### src/rtl/param_stack_unit.sv
// Parametrised LIFO stack with registered top/next-of-stack, replace, sticky errors.
// Optional DUP/SWAP primitives enabled by defining STACK_DUP_SWAP_EN.
module param_stack_unit #(
    parameter int WIDTH = 8,
    parameter int DEPTH = 8,
    parameter int CW    = $clog2(DEPTH + 1)
) (
    input  logic             clk,
    input  logic             rst,
    input  logic             push,
    input  logic             pop,
    input  logic             dup,
    input  logic             swap,
    input  logic             clr_err,
    input  logic [WIDTH-1:0] d_in,
    output logic [WIDTH-1:0] d_out,
    output logic [WIDTH-1:0] nos,
    output logic [WIDTH-1:0] popped,
    output logic [CW-1:0]    count,
    output logic             empty,
    output logic             full,
    output logic             overflow,
    output logic             underflow
);

    localparam int AW = (DEPTH > 1) ? $clog2(DEPTH) : 1;

    logic [WIDTH-1:0] mem [DEPTH];

    logic [CW-1:0]    count_q, count_d;
    logic [WIDTH-1:0] dout_q, dout_d;
    logic [WIDTH-1:0] nos_q, nos_d;
    logic [WIDTH-1:0] popped_q, popped_d;
    logic             ovf_q, ovf_d;
    logic             unf_q, unf_d;

    logic             set_ovf, set_unf;
    logic             is_empty, is_full, has3;
    logic [AW-1:0]    a0, am1, am3;

    logic             we0;
    logic [AW-1:0]    wa0;
    logic [WIDTH-1:0] wd0;

    logic op_push, op_rep, op_pop;

    // Pointer arithmetic wraps modulo 2**AW; only in-range indices are ever used.
    assign a0  = count_q[AW-1:0];
    assign am1 = a0 - AW'(1);
    assign am3 = a0 - AW'(3);

    assign is_empty = (count_q == '0);
    assign is_full  = (count_q == CW'(DEPTH));
    assign has3     = (count_q >= CW'(3));

    assign op_push = push & (~pop | is_empty);
    assign op_rep  = push & pop & ~is_empty;
    assign op_pop  = pop & ~push;

`ifdef STACK_DUP_SWAP_EN
    logic             op_dup, op_swap, has2;
    logic             we1;
    logic [AW-1:0]    wa1;
    logic [WIDTH-1:0] wd1;
    logic [AW-1:0]    am2;

    assign am2     = a0 - AW'(2);
    assign has2    = (count_q >= CW'(2));
    assign op_dup  = ~push & ~pop & dup;
    assign op_swap = ~push & ~pop & ~dup & swap;
`else
    logic unused_dup_swap;
    assign unused_dup_swap = dup ^ swap;
`endif

    always_comb begin
        count_d  = count_q;
        dout_d   = dout_q;
        nos_d    = nos_q;
        popped_d = popped_q;
        set_ovf  = 1'b0;
        set_unf  = 1'b0;
        we0      = 1'b0;
        wa0      = a0;
        wd0      = d_in;
`ifdef STACK_DUP_SWAP_EN
        we1      = 1'b0;
        wa1      = am2;
        wd1      = dout_q;
`endif
        unique case (1'b1)
            op_push: begin
                if (is_full) begin
                    set_ovf = 1'b1;
                end else begin
                    we0     = 1'b1;
                    count_d = count_q + CW'(1);
                    dout_d  = d_in;
                    nos_d   = dout_q;
                end
            end
            op_rep: begin
                we0      = 1'b1;
                wa0      = am1;
                popped_d = dout_q;
                dout_d   = d_in;
            end
            op_pop: begin
                if (is_empty) begin
                    set_unf = 1'b1;
                end else begin
                    popped_d = dout_q;
                    count_d  = count_q - CW'(1);
                    dout_d   = nos_q;
                    nos_d    = has3 ? mem[am3] : '0;
                end
            end
`ifdef STACK_DUP_SWAP_EN
            op_dup: begin
                if (is_empty) begin
                    set_unf = 1'b1;
                end else if (is_full) begin
                    set_ovf = 1'b1;
                end else begin
                    we0     = 1'b1;
                    wd0     = dout_q;
                    count_d = count_q + CW'(1);
                    nos_d   = dout_q;
                end
            end
            op_swap: begin
                if (!has2) begin
                    set_unf = 1'b1;
                end else begin
                    we0    = 1'b1;
                    wa0    = am1;
                    wd0    = nos_q;
                    we1    = 1'b1;
                    dout_d = nos_q;
                    nos_d  = dout_q;
                end
            end
`endif
            default: ;
        endcase
    end

    // A new error in the same cycle wins over clr_err.
    assign ovf_d = set_ovf | (ovf_q & ~clr_err);
    assign unf_d = set_unf | (unf_q & ~clr_err);

    always_ff @(posedge clk or posedge rst) begin
        if (rst) begin
            count_q  <= '0;
            dout_q   <= '0;
            nos_q    <= '0;
            popped_q <= '0;
            ovf_q    <= 1'b0;
            unf_q    <= 1'b0;
        end else begin
            count_q  <= count_d;
            dout_q   <= dout_d;
            nos_q    <= nos_d;
            popped_q <= popped_d;
            ovf_q    <= ovf_d;
            unf_q    <= unf_d;
        end
    end

    always_ff @(posedge clk) begin
        if (we0) mem[wa0] <= wd0;
`ifdef STACK_DUP_SWAP_EN
        if (we1) mem[wa1] <= wd1;
`endif
    end

    assign d_out     = dout_q;
    assign nos       = nos_q;
    assign popped    = popped_q;
    assign count     = count_q;
    assign empty     = is_empty;
    assign full      = is_full;
    assign overflow  = ovf_q;
    assign underflow = unf_q;

endmodule

### config.mk
export PLATFORM = sky130hd
export DESIGN_NAME = param_stack_unit
export DESIGN_NICKNAME = d
export VERILOG_FILES = /design/src/rtl/param_stack_unit.sv
export SDC_FILE = /design/constraint.sdc
export NUM_CORES = 1
export LEC_CHECK = 0
export CAP_MARGIN = 20
export CORE_AREA = 2 2 83 93
export CTS_CLUSTER_SIZE = 30
export DETAILED_ROUTE_END_ITERATION = 10
export DIE_AREA = 0 0 85 95
export PLACE_DENSITY_LB_ADDON = 0.12
export SETUP_SLACK_MARGIN = 0.3
export SLEW_MARGIN = 20
export SYNTH_ARGS = -nofsm -noshare
export SYNTH_HDL_FRONTEND = slang
export SYNTH_SLANG_ARGS = --single-unit
### constraint.sdc
create_clock -name clk -period 4.4 [get_ports clk]
set_input_delay 1.1 -clock clk [delete_from_list [all_inputs] [get_ports clk]]
set_output_delay 1.1 -clock clk [all_outputs]
set_load 0.01 [all_outputs]
== Yosys cells after proc, flatten, opt, wreduce, memory -nomap -nowiden ==
Memories as Yosys holds them, arrays and structs flattened.
Cells that the tools add are included.

* Memory bits (read-only): 0
* Bits in registers: 30
* Memories: 1
* Latch bits: 0
* Bits in writable memories: 64
* Input port bits: 15

{| class="wikitable"
|+ Memories
! memory !! words !! width !! rd ports !! clocked after memory_dff !! wr ports !! RTL line !! text
|-
| mem || 8 || 8 || 1 || 0 || 1 || 28 || <nowiki>logic [WIDTH-1:0] mem [DEPTH];</nowiki>
|}

* Multiply operators: 0
* Shift-type cells: 0
* Reductions and logical operators: 7
* Bitwise gates (word level): 13
* Equality and inequality tests: 3
* $add $sub $neg: 4
* $lt $le $gt $ge: 1
* Mux-type cells: 21
* Div/mod/pow operators: 0

{| class="wikitable"
|+ Operator list
! operator !! number
|-
| 8-bit two-way mux || 6
|-
| 8-bit one-hot mux with 2 select lines || 2
|-
| 8-bit one-hot mux with 3 select lines || 1
|-
| 4-bit two-way mux || 2
|-
| 4-bit one-hot mux with 2 select lines || 1
|-
| 1-bit two-way mux || 7
|-
| 1-bit AND || 6
|-
| 3-bit AND reduction || 2
|-
| 4-bit by 1-bit adder with 4-bit output, second input constant || 1
|-
| 4-bit == test, second input constant || 1
|-
| 4-bit by 2-bit greater-or-equal comparator with 1-bit output, second input constant || 1
|-
| 4-bit zero test || 1
|-
| 2-bit inequality test, second input constant || 2
|-
| 1-bit inverter || 4
|-
| 2-bit nonzero test || 2
|-
| 4-bit by 1-bit subtractor with 4-bit output, second input constant || 1
|-
| 3-bit two-way mux || 1
|-
| 1-bit OR || 3
|-
| 3-bit nonzero test || 1
|-
| 3-bit by 1-bit subtractor with 3-bit output, second input constant || 1
|-
| 3-bit by 2-bit subtractor with 3-bit output, second input constant || 1
|-
| 1-bit one-hot mux with 2 select lines || 1
|-
| 2-bit AND reduction || 1
|}

== Logic depth before layout (Yosys ltp) ==
* Word-level depth: 6
* Depth in mapped cells: 10
* Gate-level depth less buffers: 9

== Worst setup path after synthesis ==
Ideal clock, no wire load.

* Path type: register -> output
* Start point: register count_q[0], in the netlist count[0]
* End point: output port empty
* Required time: 3300 ps
* Stages on the path, launching flop included: 7
* Setup slack: 1695 ps
* Arrival time: 1605 ps
* Buffers on the path: 2
* Cells stage by stage: dfrtp_1 > buf_6 > buf_12 > inv_1 > ha_1 > or3b_4 > clkinv_4

* Word-level cells in the longest chain between the ends: 1

{| class="wikitable"
|+ Ends and longest elaborated chain
! item !! RTL line !! text
|-
| from (decl) || 30 || <nowiki>logic [CW-1:0] count_q, count_d;</nowiki>
|-
| from (signal assigned) || 161 || <nowiki>count_q <= count_d;</nowiki>
|-
| 4-bit zero test || 52 || <nowiki>assign is_empty = (count_q == '0);</nowiki>
|-
| to (decl) || 20 || <nowiki>output logic empty,</nowiki>
|}

No other way between the ends.

== Worst setup path after layout ==
* Start point: register count_q[1], in the netlist count[1]
* End point: output port empty

The elaborated chain is that of the path after synthesis.

==> results.md <==
- Sequential share of the synthesized area: 64.1%
- Vias per cell: 5.58
- CTS Buf Count: 9
- DRT Wirelength: 7.55 mm
- Die width: 85 µm
- Setup TNS: 0 ps
- Sw frac: 36.1%
- Clk root buf: clkbuf_8
- Chip height: 95 µm
- Worst-path clk slew: 100 ps
- Sequential Area: 2670 µm²
- DIE AREA: 8080 µm²
- Multi-input logic area: 1320 µm²
- Share of cells above drive strength 1: 14.8%
- Pwr/cell area: 686 nW/µm²
- Critical path fanouts, max: 6
- Placed Area: 4610 µm²
- Worst path arrival time: 2280 ps
- Period utilization: 76.7%
- Final Cell Area: 4810 µm²
- Max Buffers Root-to-Sink: 2
- Num ports: 47
- DRT Pass-1 Iters: 4
- Top FF cell, synth: edfxtp_1
- Starting Density: 57.7%
- Via Count: 2405
- Antenna cells: 0
- Clock Power Share: 16.7%
- CP Capture Type: output pin
- Worst vdd ir: 0.000364 V
- Final Setup Violations: 0
- EDFF count, synth: 64
- GR Util All Layers: 20.0%
- DRT iter0 DRCs: 108
- Comb power frac: 43.0%
- Ys Warns: 0
- CP required: 3300 ps
- RePlAce Congestion: 0.800
- HP Class: reg2reg
- CTS tree: yes
- NetSw: 1.19 mW
- Mapped Nets: 314
- Detail Route Antenna Nets: 0
- Buffers on Ports: 44
- Most common cell after layout, fill and taps aside: edfxtp_1
- Clk sinks: 94
- Final critical-path required period: 3380 ps
- Cts hold-fix bufs: 0
- Final max-slew violation count: 0
- Final net count: 360
- Startpoint types: flop
- Grt ovf: 0
- Fill count: 537
- Post-cts resize count: 0
- Total power: 3.30 mW
- Outcome: finished, final reports clean
- Final HPWL DP: 5.47 mm
- Pint: 2.11 mW
- Finished Core Util: 66.6%
- Slew HR: 37.7%
- First-pass GRT wire length: 12.1 mm
- Initial antenna violation count: 0
- Flop pwr share: 40.3%
- Post-CTS setup buffers: 0
- Core area: 7230 µm²
- Synth async-reset ratio: 31.9%
- RSZ-0062 raised after global routing: no
- Post-Syn Instances: 293
- FMAX: 0.296 GHz
- H-tree depth: 3
- Leakage power: 1.80 nW
- Largest net degree at the start of global routing: 31
- Final Skew: 13.7 ps
- Avg Inst Size Synth: 14.2 µm²
- Max cap viols: 0
- Std-Cell Rows: 33
- Synthesized flop and latch total: 94
- Synthesized area: 4170 µm²
- Crit Path Category: reg2out
- Number of cells after detailed placement: 415
- Count of different cell masters after synthesis: 47
- DRC Markers: 0
- Most frequent cells in the layout: edfxtp_1 (64), clkdlybuf4s50_1 (44), nand2_1 (39)
- Via count of the first global-routing pass: 2304
- Clock latency on the worst-skew pair: 360 ps
- Routed wire per std cell: 17.5 µm
- Non-Filler Instances: 431
- Area Growth Syn to Fin: 15.3%
- Fin. Hold Viols: 0
- R2R setup slack: 1710 ps
- Worst-Margin Slew: 934 ps
-- power by group through the flow --
stage | Combinational (mW) | Clock (mW) | Sequential [mW]
final | 1.42 | 0.551 | 1.33
after global routing | 1.55 | 0.603 | 1.36
after CTS | 1.43 | 0.567 | 1.33
after detailed placement | 1.43 | 0 | 1.36
after global placement | 1.40 | 0 | 1.34
after floorplan | 1.01 | 0 | 1.36
-- worst max-delay path, stage by stage (launching register included) --
cell and delay (ps):
dfrtp_1 470, inv_1 150, ha_1 240, or3b_4 440
clkinv_4 90, clkdlybuf4s50_1 530
-- cell usage after synthesis, types with 3 or more instances --
master | instances | area (µm²)
buf_6 | 5 | 56.3
mux4_2 | 8 | 180
a21oi_1 | 3 | 15.0
inv_1 | 6 | 22.5
xnor2_1 | 5 | 43.8
a31oi_1 | 8 | 50.1
dfrtp_1 | 30 | 751
nand3_1 | 19 | 95.1
o21ai_0 | 3 | 15.0
ha_1 | 5 | 62.6
edfxtp_1 | 64 | 1920
nor2_1 | 20 | 75.1
mux2i_1 | 16 | 160
mux2_2 | 8 | 90.1
nand2_1 | 39 | 146
nand2b_1 | 10 | 62.6
a221oi_1 | 8 | 70.1
-- logic make-up (layout without fill, tap and decap cells) --
kind of cell / count (synthesis) / after routing / synth area share [%]
XOR/XNOR: 7 / 7 / 1.92
AND/OR/NAND/NOR: 97 / 97 / 10.6
adder cells (fa/ha/maj): 6 / 6 / 1.98
AO/OA/AOI/OAI: 35 / 35 / 6.75
multiplexers: 32 / 32 / 10.3
buffers and inverters: 22 / 73 / 4.38
flip-flops: 94 / 94 / 64.1
-- cell type report --
| cell class | instances | share of cell area (%) |
|---|---|---|
| timing repair buffer | 49 | 9.94 |
| tap | 87 | 2.26 |
| inverter | 8 | 0.728 |
| clock inverter | 7 | 1.56 |
| clock buffer | 9 | 2.58 |
| sequential | 94 | 55.6 |
| multi-input combinational | 177 | 27.4 |
-- path summary, 6_finish.rpt --
check                      startpoint        end  cells after the start
max in group asynchronous         rst   d_out[7]                      2
max                          count[1]      empty                      5
min in group asynchronous         rst  popped[0]                      2
max reg2reg                  count[1]  mem[4][1]                      7
min reg2reg                 popped[5]  popped[5]                      1
min                         popped[5]  popped[5]                      1
-- metal layers --
metal  wire length (µm)  GRT usage (%)  vias to the layer above  part of all wire [%]
li1                   -              -                     1165                     -
met1               3470           27.5                     1168                    46
met2               3710           32.9                       65                    49
met3                287           2.71                        7                   3.8
met4                 87           7.54                        0                   1.2
met5                  0              0                        -                     0
-- flip-flops by register name (all words and copies together), names as in the netlist --
| register | cells |
|---|---|
| overflow | 1 |
| mem | 64 |
| underflow | 1 |
| count | 4 |
| nos | 8 |
| popped | 8 |
| d_out | 8 |
-- stage by stage --
stage                     hold WS [ps]  setup slack [ps]
after floorplan                    532              1690
after global placement             480               935
after detailed placement           493               876
after CTS                          516              1000
after global routing               528               852
final                              512              1020
Note: power is estimated with default switching activity, not from simulation.
